[config.mk]
export PLATFORM = sky130hd
export DESIGN_NAME = loop_ctrl
export DESIGN_NICKNAME = d
export VERILOG_FILES = /design/src/rtl/gpu_isa_pkg.sv /design/src/rtl/loop_stack.sv /design/src/rtl/loop_ctrl.sv
export SDC_FILE = /design/constraint.sdc
export NUM_CORES = 1
export LEC_CHECK = 0
export CAP_MARGIN = 25
export CORE_UTILIZATION = 52
export CTS_BUF_LIST = sky130_fd_sc_hd__clkbuf_2
export DETAILED_ROUTE_END_ITERATION = 7
export GPL_ROUTABILITY_DRIVEN = 0
export PLACE_DENSITY = 0.73
export SYNTH_ARGS = -nofsm -noshare
export SYNTH_HDL_FRONTEND = slang
export SYNTH_SLANG_ARGS = --single-unit
[constraint.sdc]
create_clock -name CLK -period 7.2 [get_ports CLK]
set_input_delay 1.8 -clock CLK [delete_from_list [all_inputs] [get_ports CLK]]
set_output_delay 1.8 -clock CLK [all_outputs]
set_load 0.01 [all_outputs]
[src/rtl/gpu_isa_pkg.sv]
// gpu_isa_pkg
// Shared decode-stage definitions for the GPU ISA.
// Contents:
//   - opcode constants for the loop instructions
//   - default instruction address and iteration counter widths
//   - loop_entry_t, the default hardware loop stack entry {start, left}
package gpu_isa_pkg;

  localparam logic [7:0] OPC_LOOPCOUNT = 8'b11010001;
  localparam logic [7:0] OPC_STARTLOOP = 8'b11000000;
  localparam logic [7:0] OPC_ENDLOOP   = 8'b11001000;

  localparam int PC_WIDTH_DEF    = 16;
  localparam int COUNT_WIDTH_DEF = 16;

  // One open loop: where its body begins and how many passes remain,
  // counting the pass currently executing.
  typedef struct packed {
    logic [PC_WIDTH_DEF-1:0]    start;
    logic [COUNT_WIDTH_DEF-1:0] left;
  } loop_entry_t;

endpackage

[src/rtl/loop_stack.sv]
// loop_stack
// LIFO of DEPTH loop entries with push, pop and in-place update of the top.
// Ports:
//   i_clk, i_reset   clock and synchronous active-high reset
//   i_push           write i_pushEntry above the current top (ignored when full)
//   i_pop            discard the top entry (ignored when empty)
//   i_update         overwrite the top entry with i_topEntry (ignored when empty)
//   o_top            current top entry, all zeros when empty
//   o_count          number of valid entries, 0..DEPTH
//   o_full, o_empty  occupancy flags
// The caller asserts at most one of push/pop/update per cycle; if several
// are asserted anyway, push wins over pop, and pop over update.
module loop_stack
  import gpu_isa_pkg::*;
#(
  parameter int  DEPTH = 4,
  parameter type entry_t = loop_entry_t,
  parameter int  CNT_W = $clog2(DEPTH + 1)
) (
  input  logic             i_clk,
  input  logic             i_reset,
  input  logic             i_push,
  input  logic             i_pop,
  input  logic             i_update,
  input  entry_t           i_pushEntry,
  input  entry_t           i_topEntry,
  output entry_t           o_top,
  output logic [CNT_W-1:0] o_count,
  output logic             o_full,
  output logic             o_empty
);

  entry_t           r_entries [DEPTH];
  logic [CNT_W-1:0] r_count;
  entry_t           w_top;
  logic             w_full;
  logic             w_empty;

  assign w_full  = (r_count == CNT_W'(DEPTH));
  assign w_empty = (r_count == '0);

  // Entry storage and occupancy. Popped slots are cleared so that the
  // stack contents always match their post-reset zeroed state above the top.
  always_ff @(posedge i_clk) begin
    if (i_reset) begin
      r_count <= '0;
      for (int i = 0; i < DEPTH; i++) begin
        r_entries[i] <= '0;
      end
    end else if (i_push && !w_full) begin
      for (int i = 0; i < DEPTH; i++) begin
        if (i == int'(r_count)) begin
          r_entries[i] <= i_pushEntry;
        end
      end
      r_count <= r_count + CNT_W'(1);
    end else if (i_pop && !w_empty) begin
      for (int i = 0; i < DEPTH; i++) begin
        if (i == int'(r_count) - 1) begin
          r_entries[i] <= '0;
        end
      end
      r_count <= r_count - CNT_W'(1);
    end else if (i_update && !w_empty) begin
      for (int i = 0; i < DEPTH; i++) begin
        if (i == int'(r_count) - 1) begin
          r_entries[i] <= i_topEntry;
        end
      end
    end
  end

  // Top-of-stack read mux; reads as zero when nothing is open.
  always_comb begin
    w_top = '0;
    for (int i = 0; i < DEPTH; i++) begin
      if (i == int'(r_count) - 1) begin
        w_top = r_entries[i];
      end
    end
  end

  assign o_top   = w_top;
  assign o_count = r_count;
  assign o_full  = w_full;
  assign o_empty = w_empty;

endmodule

[src/rtl/loop_ctrl.sv]
// loop_ctrl
// Nested hardware loop controller for the GPU decode stage.
// Ports:
//   CLK, RESET       clock and synchronous active-high reset
//   Stall            freezes all state and outputs while high (RESET still acts)
//   PC               address of the instruction in decode
//   LoopCountValid   LOOPCOUNT strobe, LoopCount is its immediate
//   StartLoop        STARTLOOP strobe: open a loop whose body starts at PC+1
//   EndLoop          ENDLOOP strobe: branch back or close the innermost loop
//   Redirect         registered pulse telling fetch to jump to RedirectPC
//   RedirectPC       body start address of the loop branching back
//   Depth            number of open loops
//   IterLeft         remaining passes of the innermost loop (0 if none)
//   Overflow         sticky: STARTLOOP seen with every level in use
//   Underflow        sticky: ENDLOOP seen with no loop open
// Strobe priority is EndLoop > StartLoop > LoopCountValid, one per cycle.
module loop_ctrl
  import gpu_isa_pkg::*;
#(
  parameter int PC_WIDTH    = PC_WIDTH_DEF,
  parameter int COUNT_WIDTH = COUNT_WIDTH_DEF,
  parameter int DEPTH       = 4
) (
  input  logic                       CLK,
  input  logic                       RESET,
  input  logic                       Stall,
  input  logic [PC_WIDTH-1:0]        PC,
  input  logic                       LoopCountValid,
  input  logic [COUNT_WIDTH-1:0]     LoopCount,
  input  logic                       StartLoop,
  input  logic                       EndLoop,
  output logic                       Redirect,
  output logic [PC_WIDTH-1:0]        RedirectPC,
  output logic [$clog2(DEPTH+1)-1:0] Depth,
  output logic [COUNT_WIDTH-1:0]     IterLeft,
  output logic                       Overflow,
  output logic                       Underflow
);

  localparam int CNT_W = $clog2(DEPTH + 1);

  // Stack entry sized to this instance's widths.
  typedef struct packed {
    logic [PC_WIDTH-1:0]    start;
    logic [COUNT_WIDTH-1:0] left;
  } entry_t;

  logic [COUNT_WIDTH-1:0] r_pending;
  logic                   r_redirect;
  logic [PC_WIDTH-1:0]    r_redirectPC;
  logic                   r_overflow;
  logic                   r_underflow;

  logic             w_accept;
  logic             w_doEnd;
  logic             w_doStart;
  logic             w_doCount;
  logic             w_push;
  logic             w_pop;
  logic             w_update;
  logic             w_full;
  logic             w_empty;
  logic             w_branchBack;
  logic [CNT_W-1:0] w_count;
  entry_t           w_top;
  entry_t           w_pushEntry;
  entry_t           w_topEntry;

  // Strobe decode with priority; nothing is acted on during a stall.
  assign w_accept  = !Stall;
  assign w_doEnd   = w_accept && EndLoop;
  assign w_doStart = w_accept && StartLoop && !EndLoop;
  assign w_doCount = w_accept && LoopCountValid && !StartLoop && !EndLoop;

  // An ENDLOOP branches back while more than one pass remains; on the last
  // pass it closes the loop and falls through.
  assign w_branchBack = (w_top.left > COUNT_WIDTH'(1));
  assign w_push   = w_doStart && !w_full;
  assign w_update = w_doEnd && !w_empty && w_branchBack;
  assign w_pop    = w_doEnd && !w_empty && !w_branchBack;

  assign w_pushEntry.start = PC + PC_WIDTH'(1);
  assign w_pushEntry.left  = r_pending;
  assign w_topEntry.start  = w_top.start;
  assign w_topEntry.left   = w_top.left - COUNT_WIDTH'(1);

  loop_stack #(
    .DEPTH   (DEPTH),
    .entry_t (entry_t),
    .CNT_W   (CNT_W)
  ) u_stack (
    .i_clk       (CLK),
    .i_reset     (RESET),
    .i_push      (w_push),
    .i_pop       (w_pop),
    .i_update    (w_update),
    .i_pushEntry (w_pushEntry),
    .i_topEntry  (w_topEntry),
    .o_top       (w_top),
    .o_count     (w_count),
    .o_full      (w_full),
    .o_empty     (w_empty)
  );

  // Pending count for the next STARTLOOP. A zero count still means one
  // pass, and each successful push consumes the pending value.
  always_ff @(posedge CLK) begin
    if (RESET) begin
      r_pending <= COUNT_WIDTH'(1);
    end else if (w_doCount) begin
      r_pending <= (LoopCount == '0) ? COUNT_WIDTH'(1) : LoopCount;
    end else if (w_push) begin
      r_pending <= COUNT_WIDTH'(1);
    end
  end

  // Redirect pulse. It is only re-evaluated on accepted cycles, so a
  // redirect raised just before a stall stays visible until fetch moves on.
  // RedirectPC keeps the last target between redirects.
  always_ff @(posedge CLK) begin
    if (RESET) begin
      r_redirect   <= 1'b0;
      r_redirectPC <= '0;
    end else if (w_accept) begin
      r_redirect <= w_update;
      if (w_update) begin
        r_redirectPC <= w_top.start;
      end
    end
  end

  // Sticky error flags, cleared only by reset.
  always_ff @(posedge CLK) begin
    if (RESET) begin
      r_overflow  <= 1'b0;
      r_underflow <= 1'b0;
    end else begin
      if (w_doStart && w_full) begin
        r_overflow <= 1'b1;
      end
      if (w_doEnd && w_empty) begin
        r_underflow <= 1'b1;
      end
    end
  end

  assign Redirect   = r_redirect;
  assign RedirectPC = r_redirectPC;
  assign Depth      = w_count;
  assign IterLeft   = w_empty ? '0 : w_top.left;
  assign Overflow   = r_overflow;
  assign Underflow  = r_underflow;

endmodule

Yosys cells after proc, flatten, opt, wreduce, memory -nomap -nowiden
Memories as Yosys holds them, arrays and structs flattened.
Index checks and enable logic that the tools add are counted.
W data, S select, Z words.
- memories: 1
- memory bits (writable): 128
- register bits after elaboration: 38
- bitwise gates (word level): 13
- muxes and demuxes: 80
- magnitude comparators: 1
- equal/unequal tests: 7
- add/sub/neg operators: 5
- reduce and logical (&&, ||, !) cells: 28
- memories (memory ; depth ; bits a word ; read ports ; clocked after memory_dff ; wr ports ; line ; text):
    u_stack.r_entries ; 4 ; 32 ; 4 ; 0 ; 4 ; loop_stack.sv:33 ; entry_t r_entries [DEPTH];
- operators with widths (cell ; count):
    $mux W32 ; 16
    $eq A3 B32 Y1 const A ; 2
    $mux W16 ; 4
    $mux W1 ; 58
    $eq A2 B32 Y1 const A ; 1
    $logic_not A32 Y1 ; 1
    $add A16 B1 Y16 const B ; 1
    $gt A16 B1 Y1 const B ; 1
    $logic_not A16 Y1 ; 1
    $sub A16 B1 Y16 const B ; 1
    $logic_and A1 B1 Y1 ; 15
    $or A1 B1 Y1 ; 12
    $eq A3 B3 Y1 const A ; 2
    $logic_not A1 Y1 ; 6
    $logic_not A3 Y1 ; 2
    $mux W3 ; 2
    $reduce_bool A2 Y1 ; 2
    $sub A3 B1 Y4 const B ; 1
    $add A3 B1 Y3 const B ; 1
    $eq A2 B3 Y1 const A ; 1
    $eq A3 B3 Y1 const B ; 1
    $sub A3 B1 Y3 const B ; 1
    $reduce_and A2 Y1 ; 1
    $not A1 Y1 ; 1

Logic depth before layout (Yosys ltp)
- word-level depth: 16
- gate-level depth with buffers: 16
- gate-level depth less buffers: 12

Modules after synthesis
Synthesis repeated with hierarchy kept, for this count alone.
- cell total of the unflattened synthesis: 825
- area, all modules: 8635.8 sq um
- modules (own cells, without submodules) (module ; cells each ; seq. area each (sq um) ; instances ; area an instance (sq um)):
    loop_stack ; 567 ; 3583.4 ; 1 ; 6523.8
    loop_ctrl ; 258 ; 700.7 ; 1 ; 2112.0

Worst setup path before layout
No wires, ideal clock.
- path type: input-to-reg
- start point: input Stall
- end point: memory u_stack.r_entries[3][0] (netlist name) (enable)
- arrival: 4533 ps
- stages: 4
- setup slack: 2201 ps
- path buffers: 0
- required time: 6734 ps
- setup time: 466 ps
- cell sequence: nor2_1 and2_1 nand2_1 o21ai_0
- RTL lines (what ; line ; text):
    start, declared ; loop_ctrl.sv:26 ; input logic Stall,
    end, declared ; loop_stack.sv:33 ;

Worst setup path in the final report
- start point: register u_stack.r_count[2], in the netlist u_stack.o_count[2]
- end point: output IterLeft[4]
- cells in the longest elaborated chain, start to end: 7
- ends and longest elaborated chain (what ; line ; text):
    start, declared ; loop_stack.sv:34 ; logic [CNT_W-1:0] r_count;
    start signal, assigned ; loop_stack.sv:56 ; r_count <= r_count + CNT_W'(1);
    start signal, assigned ; loop_stack.sv:63 ; r_count <= r_count - CNT_W'(1);
    $sub A3 B1 Y4 ; loop_stack.sv:77 ; if (i == int'(r_count) - 1) begin
    $logic_not A32 Y1 ; loop_stack.sv:77 ;
    $mux W32 (4 in a row) ; loop_stack.sv:77 ;
    $mux W16 (*) ; loop_ctrl.sv:150 ; assign IterLeft = w_empty ? '0 : w_top.left;
    end, declared ; loop_ctrl.sv:35 ; output logic [COUNT_WIDTH-1:0] IterLeft,
Mark *: on every way between the ends. The rest lies on a longest branch, timed or not.

==> metrics.txt <==
outcome completed; final wirelength 23.5 mm; kind of launch point of the worst setup path flip-flop; initial standard-cell utilization of the core 53.1%; count of endpoints failing hold in the final timing report 0; Ys Warns 0; overall power consumption 2.22 mW; PD cells 232 nW/um^2; headroom to the max-slew limit 20.7%; combined area of all synthesized cells 8400 sq um; CORE AREA 15800 sq um; Period Utilization, post-route 73.7%; Buffers on Ports 75; hold-fix buffers at CTS 0; syn nets 863; vias post-DR 7130; fraction of the mapped netlist area in adder cells 0.685%; number of enable flip-flop cells after synthesis 96; share of the yosys chip area belonging to registers 51.0%; most used standard cells in the synthesized netlist 114 x sky130_fd_sc_hd__nor2_1, 96 x sky130_fd_sc_hd__edfxtp_1, 70 x sky130_fd_sc_hd__dfxtp_1; top_reg_cell synth sky130_fd_sc_hd__edfxtp_1; count of cell types in the netlist 69; Placement Cell Area 9310 sq um; pin count of the biggest net entering global routing 51; Synth Register Bits 166; HPWL after DPL 15.6 mm; number of CTS-inserted buffers 17; compound-cell area share of the yosys netlist 22.0%; iteration-0 DRC count of the detailed router 968; Layout Nets 915; overall track demand over capacity in global routing 29.0%; cell at the root of the clock tree sky130_fd_sc_hd__clkbuf_2; required time at the endpoint of the critical path 5.40 ns; Hold Path Class flip-flop to flip-flop; final slew viol count 0; total setup buffers inserted after CTS 0; Max clock buf depth 2; level count of the clock H-tree 4; io pins 76; final critical-path required period 5.31 ns; layout cells sized above 1 10.0%; Worst-Skew Late Latency 0.79 ns; RSZ-0062 raised after global routing no; clock tree from TritonCTS built; die footprint 16700 sq um; top-area cell type share of the netlist area 34.3%; post-synthesis share of cell area spent on xor and xnor gates 2.71%; DRT Pass-1 Iters 6; mean post-synth cell area 10.2 sq um; CP Data Arrival Time 3.51 ns; detailed-route DRC error count 0; Non-Filler Cell Area, Final 9590 sq um; Max Cap Viol 0; actual slew at the worst max-slew pin 1.18 ns; global-route wire length before repair 35.9 mm; maximum net fanout on the critical path 25; setup clock skew after layout 0.0371 ns; row cnt 46; proportion of synthesized area in mux cells 4.23%; vertical die dimension 129 microns; main area contributors after synthesis sky130_fd_sc_hd__edfxtp_1 34%, sky130_fd_sc_hd__dfxtp_1 17%, sky130_fd_sc_hd__nor2_1 5.1%; cts repair resizes 0; routed length per instance 21.4 microns; clock tree sinks 166; vias in the first global route 6812; flop2flop setup slack 2.10 ns; Simple-Gate Fraction of Synth Area 15.3%; combinational family with the most area after synthesis compound AO/OA/AOI/OAI gates; horizontal die dimension 129 microns; CP Class flip-flop to primary output; post-synthesis cell type with the largest combined area sky130_fd_sc_hd__edfxtp_1; antenna violations before repair 0; post-synthesis async set-or-reset flop share 0%; leakage 3.31 nW; GRT overflow 0; Core Util, Final 60.6%; worst vdd ir 0.000135 V; Post-DRT Antenna Nets 0; Setup TNS Final 0 ns; top achievable clock speed 188 MHz; post-CTS clock slew at the launch and capture registers of the worst setup and hold paths 0.21 ns; synthesis-to-layout area growth 14.1%; most common cell in the netlist sky130_fd_sc_hd__nor2_1; Post-Syn Instances 821; number of diodes 0; kind of end point of the critical path primary output; Finish-stage setup viols 0; via density per instance 6.47
==> metal layers <==
metal	share of wire (%)	vias to the layer above	global-route usage (%)
li1	-	3233	-
met1	41	3417	38.6
met4	3.0	0	15.0
met3	11	70	7.93
met5	0	-	0
met2	45	410	43.4
==> cell type report <==
class / instances / area [sq um]
fillers: 1331 / 6240
flip-flops and latches: 166 / 4290
multi-input cells: 581 / 3830
repair buffers: 95 / 915
well taps: 216 / 270
clock inverters: 10 / 131
clock buffers: 22 / 110
inverters: 12 / 45.0
==> worst max-delay path, cell delays in order, from the launching register on <==
cell and delay, ns:
sky130_fd_sc_hd__dfxtp_1 0.99, sky130_fd_sc_hd__nor2b_1 0.64, sky130_fd_sc_hd__a22oi_1 0.14, sky130_fd_sc_hd__o22ai_1 0.36
sky130_fd_sc_hd__clkdlybuf4s50_1 0.61
==> placed cells by master, fill, tap and decap left out, types with 4 or more instances in the layout <==
master / instances
sky130_fd_sc_hd__edfxtp_1: 96
sky130_fd_sc_hd__o2bb2ai_1: 4
sky130_fd_sc_hd__clkbuf_2: 22
sky130_fd_sc_hd__nor2b_1: 8
sky130_fd_sc_hd__a211oi_1: 29
sky130_fd_sc_hd__nand3_1: 29
sky130_fd_sc_hd__a32oi_1: 4
sky130_fd_sc_hd__inv_1: 11
sky130_fd_sc_hd__a31oi_1: 11
sky130_fd_sc_hd__a22o_1: 8
sky130_fd_sc_hd__o32a_1: 15
sky130_fd_sc_hd__clkinvlp_4: 4
sky130_fd_sc_hd__o22ai_1: 36
sky130_fd_sc_hd__nand4_1: 4
sky130_fd_sc_hd__a21oi_1: 28
sky130_fd_sc_hd__mux2i_1: 31
sky130_fd_sc_hd__a211oi_2: 7
sky130_fd_sc_hd__dfxtp_1: 69
sky130_fd_sc_hd__nor2_1: 113
sky130_fd_sc_hd__a21o_1: 9
sky130_fd_sc_hd__or4_1: 4
sky130_fd_sc_hd__a22oi_1: 35
sky130_fd_sc_hd__mux2_2: 4
sky130_fd_sc_hd__clkinv_1: 4
sky130_fd_sc_hd__nand2_1: 58
sky130_fd_sc_hd__buf_4: 17
sky130_fd_sc_hd__nor4_1: 6
sky130_fd_sc_hd__nor3_1: 7
sky130_fd_sc_hd__o21ai_0: 19
sky130_fd_sc_hd__clkdlybuf4s50_1: 74
sky130_fd_sc_hd__nand2b_1: 6
sky130_fd_sc_hd__o21ai_1: 5
sky130_fd_sc_hd__o22a_1: 19
sky130_fd_sc_hd__xnor2_1: 14
sky130_fd_sc_hd__xor2_1: 12
==> registers in the layout, indices dropped and copies added, names as in the netlist <==
name,cells
Overflow,1
RedirectPC,16
r_pending,16
Redirect,1
u_stack.r_entries,128
Underflow,1
u_stack.o_count,3
==> final timing paths <==
check | from | end | depth (start not counted)
max | u_stack.o_count[2]$_SDFFE_PP0P_ | IterLeft[4] | 4
min | u_stack.r_entries[0][4]$_SDFFE_PP0P_ | u_stack.r_entries[0][4]$_SDFFE_PP0P_ | 2
max reg2reg | u_stack.o_count[1]$_SDFFE_PP0P_ | u_stack.r_entries[1][3]$_DFFE_PP_ | 13
min reg2reg | u_stack.r_entries[0][4]$_SDFFE_PP0P_ | u_stack.r_entries[0][4]$_SDFFE_PP0P_ | 2
==> cell families after synthesis <==
family,after synthesis
xor+xnor,26
buf+inv,74
flops,166
mux,35
fa+ha+maj,4
compound gates,249
simple gates,267
==> per-stage QoR <==
step                      hold slack (ns)  setup slack (ns)  cells
after floorplan                     0.457              2.20    821
after global placement              0.464              2.35   1067
after detailed placement            0.469              2.17   1068
after CTS                           0.502              1.68   1100
after global routing                0.522              1.74   1102
final                               0.503              1.89   1102
==> report_power, final <==
part / total (mW) / internal, mW / switching, mW
sequential: 1.12 / 1.07 / 0.0461
clock: 0.511 / 0.197 / 0.314
combinational: 0.591 / 0.227 / 0.364
(Power assumes the default switching activity.)
